--- src/rtl/alu_seq_if.sv ---
`default_nettype none
// ============================================================================
//  Module      : alu_seq_if
//  Description : Operand/result handshake bundle between a sequencer and the
//                registered sequential ALU.
//  Revision    : 1.0 - initial release
// ============================================================================
interface alu_seq_if #(
   parameter int WIDTH = 4
) ();
   logic [WIDTH-1:0] A;
   logic [WIDTH-1:0] B;
   logic [3:0]       sel;
   logic             in_valid;
   logic             in_ready;
   logic [WIDTH-1:0] result;
   logic             carryout;
   logic             zero;
   logic             negative;
   logic             overflow;
   logic             illegal;
   logic             out_valid;
   logic             out_ready;
   logic             busy;

   // Sequencer / writeback side
   modport master (
      output A, B, sel, in_valid, out_ready,
      input  in_ready, result, carryout, zero, negative, overflow,
             illegal, out_valid, busy
   );

   // ALU side
   modport slave (
      input  A, B, sel, in_valid, out_ready,
      output in_ready, result, carryout, zero, negative, overflow,
             illegal, out_valid, busy
   );
endinterface
`default_nettype wire

--- src/rtl/alu_seq.sv ---
`default_nettype none
// ============================================================================
//  Module      : alu_seq
//  Description : Registered, parametrised ALU with valid/ready handshake,
//                stored carry for ADC/SBB, accumulator and iterative shifts.
//  Revision    : 1.0 - initial release
// ============================================================================
module alu_seq #(
   parameter int WIDTH = 4,
   parameter int SHW   = $clog2(WIDTH)
) (
   input  wire logic clk,
   input  wire logic rst_n,
   alu_seq_if.slave  alu
);

   localparam logic [1:0] c_ST_IDLE  = 2'd0;
   localparam logic [1:0] c_ST_SHIFT = 2'd1;
   localparam logic [1:0] c_ST_DONE  = 2'd2;

   localparam logic [3:0] c_OP_ADD    = 4'd0;
   localparam logic [3:0] c_OP_SUB    = 4'd1;
   localparam logic [3:0] c_OP_AND    = 4'd2;
   localparam logic [3:0] c_OP_OR     = 4'd3;
   localparam logic [3:0] c_OP_XOR    = 4'd4;
   localparam logic [3:0] c_OP_NOT    = 4'd5;
   localparam logic [3:0] c_OP_INC    = 4'd6;
   localparam logic [3:0] c_OP_DEC    = 4'd7;
   localparam logic [3:0] c_OP_ADC    = 4'd8;
   localparam logic [3:0] c_OP_SBB    = 4'd9;
   localparam logic [3:0] c_OP_SHL    = 4'd10;
   localparam logic [3:0] c_OP_SHR    = 4'd11;
   localparam logic [3:0] c_OP_ACCADD = 4'd12;
   localparam logic [3:0] c_OP_ACCCLR = 4'd13;
   localparam logic [3:0] c_OP_PASS   = 4'd14;

   localparam logic [WIDTH-1:0] c_ONE     = WIDTH'(1);
   localparam logic [SHW-1:0]   c_CNT_ONE = SHW'(1);

   logic [1:0]       r_state;
   logic [1:0]       w_state_nxt;
   logic [WIDTH-1:0] r_result;
   logic             r_carry;
   logic             r_zero;
   logic             r_neg;
   logic             r_ovf;
   logic             r_illegal;
   logic [WIDTH-1:0] r_acc;
   logic [WIDTH-1:0] r_sh;
   logic [SHW-1:0]   r_cnt;
   logic             r_sh_right;

   logic             w_in_ready;
   logic             w_accept;
   logic [SHW-1:0]   w_amt;
   logic             w_shift_multi;
   logic [WIDTH-1:0] w_add_a;
   logic [WIDTH-1:0] w_add_b;
   logic             w_add_cin;
   logic [WIDTH:0]   w_sum;
   logic             w_sum_ovf;
   logic [WIDTH-1:0] w_res;
   logic             w_c;
   logic             w_v;
   logic             w_ill;
   logic             w_acc_we;
   logic [WIDTH-1:0] w_acc_nxt;
   logic [WIDTH-1:0] w_sh_nxt;
   logic             w_sh_out;

   assign w_in_ready    = (r_state == c_ST_IDLE) ||
                          ((r_state == c_ST_DONE) && alu.out_ready);
   assign w_accept      = alu.in_valid && w_in_ready;
   assign w_amt         = alu.B[SHW-1:0];
   // Only nonzero-amount shifts need the iterative path; amt==0 is a plain pass
   assign w_shift_multi = ((alu.sel == c_OP_SHL) || (alu.sel == c_OP_SHR)) &&
                          (w_amt != '0);

   // Adder operand selection: subtract-class ops feed the inverted addend
   always_comb begin
      w_add_a   = alu.A;
      w_add_b   = alu.B;
      w_add_cin = 1'b0;
      case (alu.sel)
         c_OP_SUB:    begin w_add_b = ~alu.B; w_add_cin = 1'b1;    end
         c_OP_INC:    begin w_add_b = c_ONE;                       end
         c_OP_DEC:    begin w_add_b = '1;                          end
         c_OP_ADC:    begin w_add_cin = r_carry;                   end
         c_OP_SBB:    begin w_add_b = ~alu.B; w_add_cin = r_carry; end
         c_OP_ACCADD: begin w_add_a = r_acc; w_add_b = alu.A;     end
         default:     ;
      endcase
   end

   assign w_sum     = {1'b0, w_add_a} + {1'b0, w_add_b} + {{WIDTH{1'b0}}, w_add_cin};
   assign w_sum_ovf = (w_add_a[WIDTH-1] == w_add_b[WIDTH-1]) &&
                      (w_sum[WIDTH-1] != w_add_a[WIDTH-1]);

   // Single-cycle result, flags and accumulator update for the accepted op
   always_comb begin
      w_res     = '0;
      w_c       = 1'b0;
      w_v       = 1'b0;
      w_ill     = 1'b0;
      w_acc_we  = 1'b0;
      w_acc_nxt = '0;
      case (alu.sel)
         c_OP_ADD, c_OP_SUB, c_OP_INC, c_OP_DEC, c_OP_ADC, c_OP_SBB: begin
            w_res = w_sum[WIDTH-1:0];
            w_c   = w_sum[WIDTH];
            w_v   = w_sum_ovf;
         end
         c_OP_ACCADD: begin
            w_res     = w_sum[WIDTH-1:0];
            w_c       = w_sum[WIDTH];
            w_v       = w_sum_ovf;
            w_acc_we  = 1'b1;
            w_acc_nxt = w_sum[WIDTH-1:0];
         end
         c_OP_AND:    w_res = alu.A & alu.B;
         c_OP_OR:     w_res = alu.A | alu.B;
         c_OP_XOR:    w_res = alu.A ^ alu.B;
         c_OP_NOT:    w_res = ~alu.A;
         c_OP_SHL, c_OP_SHR, c_OP_PASS: w_res = alu.A;
         c_OP_ACCCLR: w_acc_we = 1'b1;
         default:     w_ill = 1'b1;
      endcase
   end

   // One-bit step of the iterative shifter and the bit it pushes out
   assign w_sh_nxt = r_sh_right ? {1'b0, r_sh[WIDTH-1:1]} : {r_sh[WIDTH-2:0], 1'b0};
   assign w_sh_out = r_sh_right ? r_sh[0] : r_sh[WIDTH-1];

   // FSM state register
   always_ff @(posedge clk) begin
      if (!rst_n) r_state <= c_ST_IDLE;
      else        r_state <= w_state_nxt;
   end

   // FSM next-state logic
   always_comb begin
      w_state_nxt = r_state;
      case (r_state)
         c_ST_IDLE: begin
            if (w_accept) w_state_nxt = w_shift_multi ? c_ST_SHIFT : c_ST_DONE;
         end
         c_ST_SHIFT: begin
            if (r_cnt == c_CNT_ONE) w_state_nxt = c_ST_DONE;
         end
         c_ST_DONE: begin
            if (w_accept)           w_state_nxt = w_shift_multi ? c_ST_SHIFT : c_ST_DONE;
            else if (alu.out_ready) w_state_nxt = c_ST_IDLE;
         end
         default: w_state_nxt = c_ST_IDLE;
      endcase
   end

   // FSM outputs: handshake and busy follow the current state
   always_comb begin
      alu.in_ready  = w_in_ready;
      alu.out_valid = (r_state == c_ST_DONE);
      alu.busy      = (r_state == c_ST_SHIFT);
   end

   // Datapath: capture results on accept, step the shifter, commit on last step
   always_ff @(posedge clk) begin
      if (!rst_n) begin
         r_result   <= '0;
         r_carry    <= 1'b0;
         r_zero     <= 1'b0;
         r_neg      <= 1'b0;
         r_ovf      <= 1'b0;
         r_illegal  <= 1'b0;
         r_acc      <= '0;
         r_sh       <= '0;
         r_cnt      <= '0;
         r_sh_right <= 1'b0;
      end else if (w_accept) begin
         if (w_shift_multi) begin
            r_sh       <= alu.A;
            r_cnt      <= w_amt;
            r_sh_right <= (alu.sel == c_OP_SHR);
         end else begin
            r_result  <= w_res;
            r_carry   <= w_c;
            r_zero    <= (w_res == '0);
            r_neg     <= w_res[WIDTH-1];
            r_ovf     <= w_v;
            r_illegal <= w_ill;
            if (w_acc_we) r_acc <= w_acc_nxt;
         end
      end else if (r_state == c_ST_SHIFT) begin
         r_sh  <= w_sh_nxt;
         r_cnt <= r_cnt - c_CNT_ONE;
         if (r_cnt == c_CNT_ONE) begin
            r_result  <= w_sh_nxt;
            r_carry   <= w_sh_out;
            r_zero    <= (w_sh_nxt == '0);
            r_neg     <= w_sh_nxt[WIDTH-1];
            r_ovf     <= 1'b0;
            r_illegal <= 1'b0;
         end
      end
   end

   assign alu.result   = r_result;
   assign alu.carryout = r_carry;
   assign alu.zero     = r_zero;
   assign alu.negative = r_neg;
   assign alu.overflow = r_ovf;
   assign alu.illegal  = r_illegal;

endmodule
`default_nettype wire

--- src/flat_wrapper.sv ---
// flat-port wrapper written by rule: the top's interface ports become plain ports
module alu_seq_flat 
#(
   parameter int WIDTH = 4,
   parameter int SHW   = $clog2(WIDTH)
)
  (clk, rst_n, alu_A, alu_B, alu_sel, alu_in_valid, alu_out_ready, alu_in_ready, alu_result, alu_carryout, alu_zero, alu_negative, alu_overflow, alu_illegal, alu_out_valid, alu_busy);
  alu_seq_if #(.WIDTH(WIDTH)) alu_i ();
  input  wire logic clk;
  input  wire logic rst_n;
  input wire logic [$bits(alu_i.A)-1:0] alu_A;
  input wire logic [$bits(alu_i.B)-1:0] alu_B;
  input wire logic [$bits(alu_i.sel)-1:0] alu_sel;
  input wire logic [$bits(alu_i.in_valid)-1:0] alu_in_valid;
  input wire logic [$bits(alu_i.out_ready)-1:0] alu_out_ready;
  output wire logic [$bits(alu_i.in_ready)-1:0] alu_in_ready;
  output wire logic [$bits(alu_i.result)-1:0] alu_result;
  output wire logic [$bits(alu_i.carryout)-1:0] alu_carryout;
  output wire logic [$bits(alu_i.zero)-1:0] alu_zero;
  output wire logic [$bits(alu_i.negative)-1:0] alu_negative;
  output wire logic [$bits(alu_i.overflow)-1:0] alu_overflow;
  output wire logic [$bits(alu_i.illegal)-1:0] alu_illegal;
  output wire logic [$bits(alu_i.out_valid)-1:0] alu_out_valid;
  output wire logic [$bits(alu_i.busy)-1:0] alu_busy;
  assign alu_i.A = alu_A;
  assign alu_i.B = alu_B;
  assign alu_i.sel = alu_sel;
  assign alu_i.in_valid = alu_in_valid;
  assign alu_i.out_ready = alu_out_ready;
  assign alu_in_ready = alu_i.in_ready;
  assign alu_result = alu_i.result;
  assign alu_carryout = alu_i.carryout;
  assign alu_zero = alu_i.zero;
  assign alu_negative = alu_i.negative;
  assign alu_overflow = alu_i.overflow;
  assign alu_illegal = alu_i.illegal;
  assign alu_out_valid = alu_i.out_valid;
  assign alu_busy = alu_i.busy;
  alu_seq #(.WIDTH(WIDTH), .SHW(SHW)) u_core (.clk(clk), .rst_n(rst_n), .alu(alu_i));
endmodule
--- config.mk ---
export PLATFORM = sky130hd
export DESIGN_NAME = alu_seq_flat
export DESIGN_NICKNAME = d
export VERILOG_FILES = /design/src/rtl/alu_seq_if.sv /design/src/rtl/alu_seq.sv /design/src/flat_wrapper.sv
export SDC_FILE = /design/constraint.sdc
export NUM_CORES = 1
export LEC_CHECK = 0
export BUFFER_PORTS_ARGS = -buffer_cell sky130_fd_sc_hd__buf_4
export CORE_MARGIN = 1.5
export CORE_UTILIZATION = 34
export CTS_BUF_LIST = sky130_fd_sc_hd__clkbuf_16
export DETAILED_ROUTE_END_ITERATION = 10
export PLACE_DENSITY = 0.49
export SLEW_MARGIN = 10
export SYNTH_ARGS = -nofsm -noshare
export SYNTH_HDL_FRONTEND = slang
export SYNTH_SLANG_ARGS = --single-unit
--- constraint.sdc ---
create_clock -name clk -period 9.8 [get_ports clk]
set_clock_uncertainty 0.1 [all_clocks]
set_input_delay 1.47 -clock clk [delete_from_list [all_inputs] [get_ports clk]]
set_output_delay 1.47 -clock clk [all_outputs]
set_load 0.005 [all_outputs]
==> metrics <==
Clock transition at path regs 0.06 ns; Via density 5.46; DR WL/cell 15.7 µm; total routed wirelength 5420 µm; die height 78.3 µm; largest net degree at the start of global routing 28; Post-Syn Area 1930 µm²; Synth-to-Final Area Change 15.6%; core box area ~5500 µm²; Synth top cells by count nand2_1 (28), dfxtp_1 (21), nor2_1 (21), inv_1 (19), a21oi_1 (16); power share of the sequential group between 30% and 40%; max incr delay on CP 0.48 ns; grt ovf 0; Least-Margin Pin Slew approximately 0.83 ns; final setup violation count 0; Hold Crit Class register to register; status completed; number of I/O pins 28; synth top area cells dfxtp_1 (22%), ha_1 (7.8%), nand2_1 (5.5%); critical path required time slightly below 10 ns; Port Buffers 27; endpoint class of the critical path register; Crit Path Max Fanout 27; commonest register cell after synthesis dfxtp_1; Max VDD drop 68.2 µV; Final Hold Vio Count 0; Fmax 246 MHz; MaxCap Viol Count 0; Seq cells post-synth 21; Placer Congestion between 0.8 and 0.9; startpoint types input pin; RSZ-0062 raised after global routing no; Clock Path Buffers 2; sw frac 33.1%; Power Dens Cells 127 nW/µm²; Tcrit/Tclk final between 40% and 50%; TritonCTS clock tree yes; first-pass GRT wire length 9330 µm; Die ar. 6130 µm²; combinational power share 34.7%; Arr. time, crit path 4.13 ns; share of layout cells above drive strength 1 14.3%; Post-Syn Area per Cell 7.44 µm²; Num CTS Buffers 3; H-tree lvl count 1; count leader, synth nand2_1; Yosys Warn Count 0; worst path bufs/invs 3; Crit-path slowest cell fa_1; vias in the first global route 1,825; clock network power share between 30% and 40%; drt pass-1 iters 4; routed via count 1,884; leakage between 0.0009 and 0.001 µW; Pint between 150 and 200 µW; largest area contributor in the netlist dfxtp_1; Horiz. Die Dim 78.3 µm; Post-DP Area between 2000 and 2500 µm²; CP Cell Sequence buf_4, nor4bb_1, buf_4, o21ai_0, fa_1, inv_1, fa_1, nor3b_1, a211oi_1, o22a_1, a21bo_1, o22ai_1; initial core utilization 35.2%; Clock Latency Late Sink 0.26 ns; sequential area share after synthesis 21.8%; 1st-iter DRT viols 72; standard-cell rows 27; Cells after Synth 259; Post-DP HPWL 4110 µm; DRC viols 0; CTS root buf clkbuf_16; Pins Over Slew Limit 0; setup tns final 0 ns; Post-synth EDFFs 0; post-CTS sizing 0; Sink Count 21; antenna viol nets, final 0; Setup Crit Path Kind input pin to register; delay-heaviest family, CP adder cells; fin crit period 4.07 ns; GRT Total Usage 19.1%; post-synthesis cell type count 57; cell area after layout 2230 µm²; Post-CTS Hold Fix Bufs 0; post-synth top area share 21.8%; Switch Pwr 93.9 µW; Inserted Diodes 0; antenna violations before repair 0; Synth Net Count 289; post-CTS setup buffer count 0; Nets 304; ys async rst share 0%; Max-slew headroom 44.4%
[layout make-up]
type                       instances  area (µm²)
fill                             588        3240
multi-input combinational        200        1350
sequential                        21         420
timing repair buffer              29         218
tap                               72        90.1
clock buffer                       3        75.1
inverter                          19        71.3
clock inverter                     1        5.00
[cell families (layout without fill, tap and decap cells)]
group / after synthesis / count (layout) / synth area share, %
simple gates: 94 / 94 / 24.7
compound gates: 82 / 82 / 30.3
buf+inv: 38 / 52 / 8.18
flops: 21 / 21 / 21.8
fa+ha+maj: 14 / 14 / 9.86
xor+xnor: 6 / 6 / 2.73
mux: 4 / 4 / 2.47
[cells in the final DEF (no fill, tap or decap), types with 3 or more instances in the layout]
cell and instances:
buf_4 29, nand2_1 28, nor2_1 21, dfxtp_1 21, inv_1 19, a21oi_1 16, ha_1 12, nor2b_1 11
o21ai_0 8, o22ai_1 6, nand3_1 6, o211ai_1 6, nand3b_1 5, xnor2_1 4, o21ai_1 4, a21boi_1 4
o21a_1 4, nand2b_1 3, a21o_1 3, nor3_1 3, and3_1 3, o2bb2ai_1 3, a32oi_1 3, o22a_1 3
clkbuf_16 3
[tightest hold or removal path: stages, from the launching register on]
cell,delay (ns)
dfxtp_1,0.31
nand2_1,0.05
o22ai_1,0.06
[metal layers]
layer,GRT usage [%],share of wire (%),vias up,routed length (µm)
met5,0,0,-,0
met4,3.93,1.3,0,68
met3,2.56,3.7,6,201
met2,31.6,48,41,2600
met1,26.4,47,877,2550
li1,-,-,960,-
[power by group through the flow]
stage | combinational (µW) | clock [µW] | sequential [µW]
floorplan | 68.6 | 0 | 97.3
global placement | 98.6 | 0 | 98.6
detailed placement | 98.6 | 0 | 98.6
CTS | 98.9 | 90.4 | 96.7
global route | 111 | 95.6 | 97.8
finish | 98.5 | 88.2 | 96.7
[stage by stage]
| stage | hold slack (ns) | power (µW) | setup slack, ns | instances | util [%] |
|---|---|---|---|---|---|
| after floorplan | 0.349 | 166 | 5.61 | 259 | - |
| after global placement | 0.368 | 197 | 5.56 | 341 | 39.3 |
| after detailed placement | 0.373 | 197 | 5.49 | 341 | 39.3 |
| after CTS | 0.381 | 286 | 5.75 | 345 | 40.7 |
| after global routing | 0.394 | 304 | 5.53 | 345 | 40.7 |
| final | 0.376 | 283 | 5.73 | 345 | 40.7 |
[state kept, by name, indices dropped and copies added, names as in the netlist]
register / count
u_core.r_sh: 4
u_core.alu.illegal: 1
u_core.r_state: 2
u_core.alu.carryout: 1
u_core.r_cnt: 2
u_core.r_acc: 4
u_core.r_sh_right: 1
u_core.alu.zero: 1
u_core.alu.result: 4
u_core.alu.overflow: 1
[final timing paths]
check | cells past startpoint | to | slack, ns | startpoint
worst min-delay path | 2 | u_core.alu.result[2]$_SDFFE_PN0P_ | 0.38 | u_core.alu.result[2]$_SDFFE_PN0P_
worst max-delay path | 12 | u_core.alu.result[1]$_SDFFE_PN0P_ | 5.73 | alu_sel[2]
worst min register to register | 2 | u_core.alu.result[2]$_SDFFE_PN0P_ | 0.38 | u_core.alu.result[2]$_SDFFE_PN0P_
worst max register to register | 9 | u_core.alu.result[2]$_SDFFE_PN0P_ | 7.25 | u_core.alu.carryout$_SDFFE_PN0P_
Note: power is estimated with default switching activity, not from simulation.
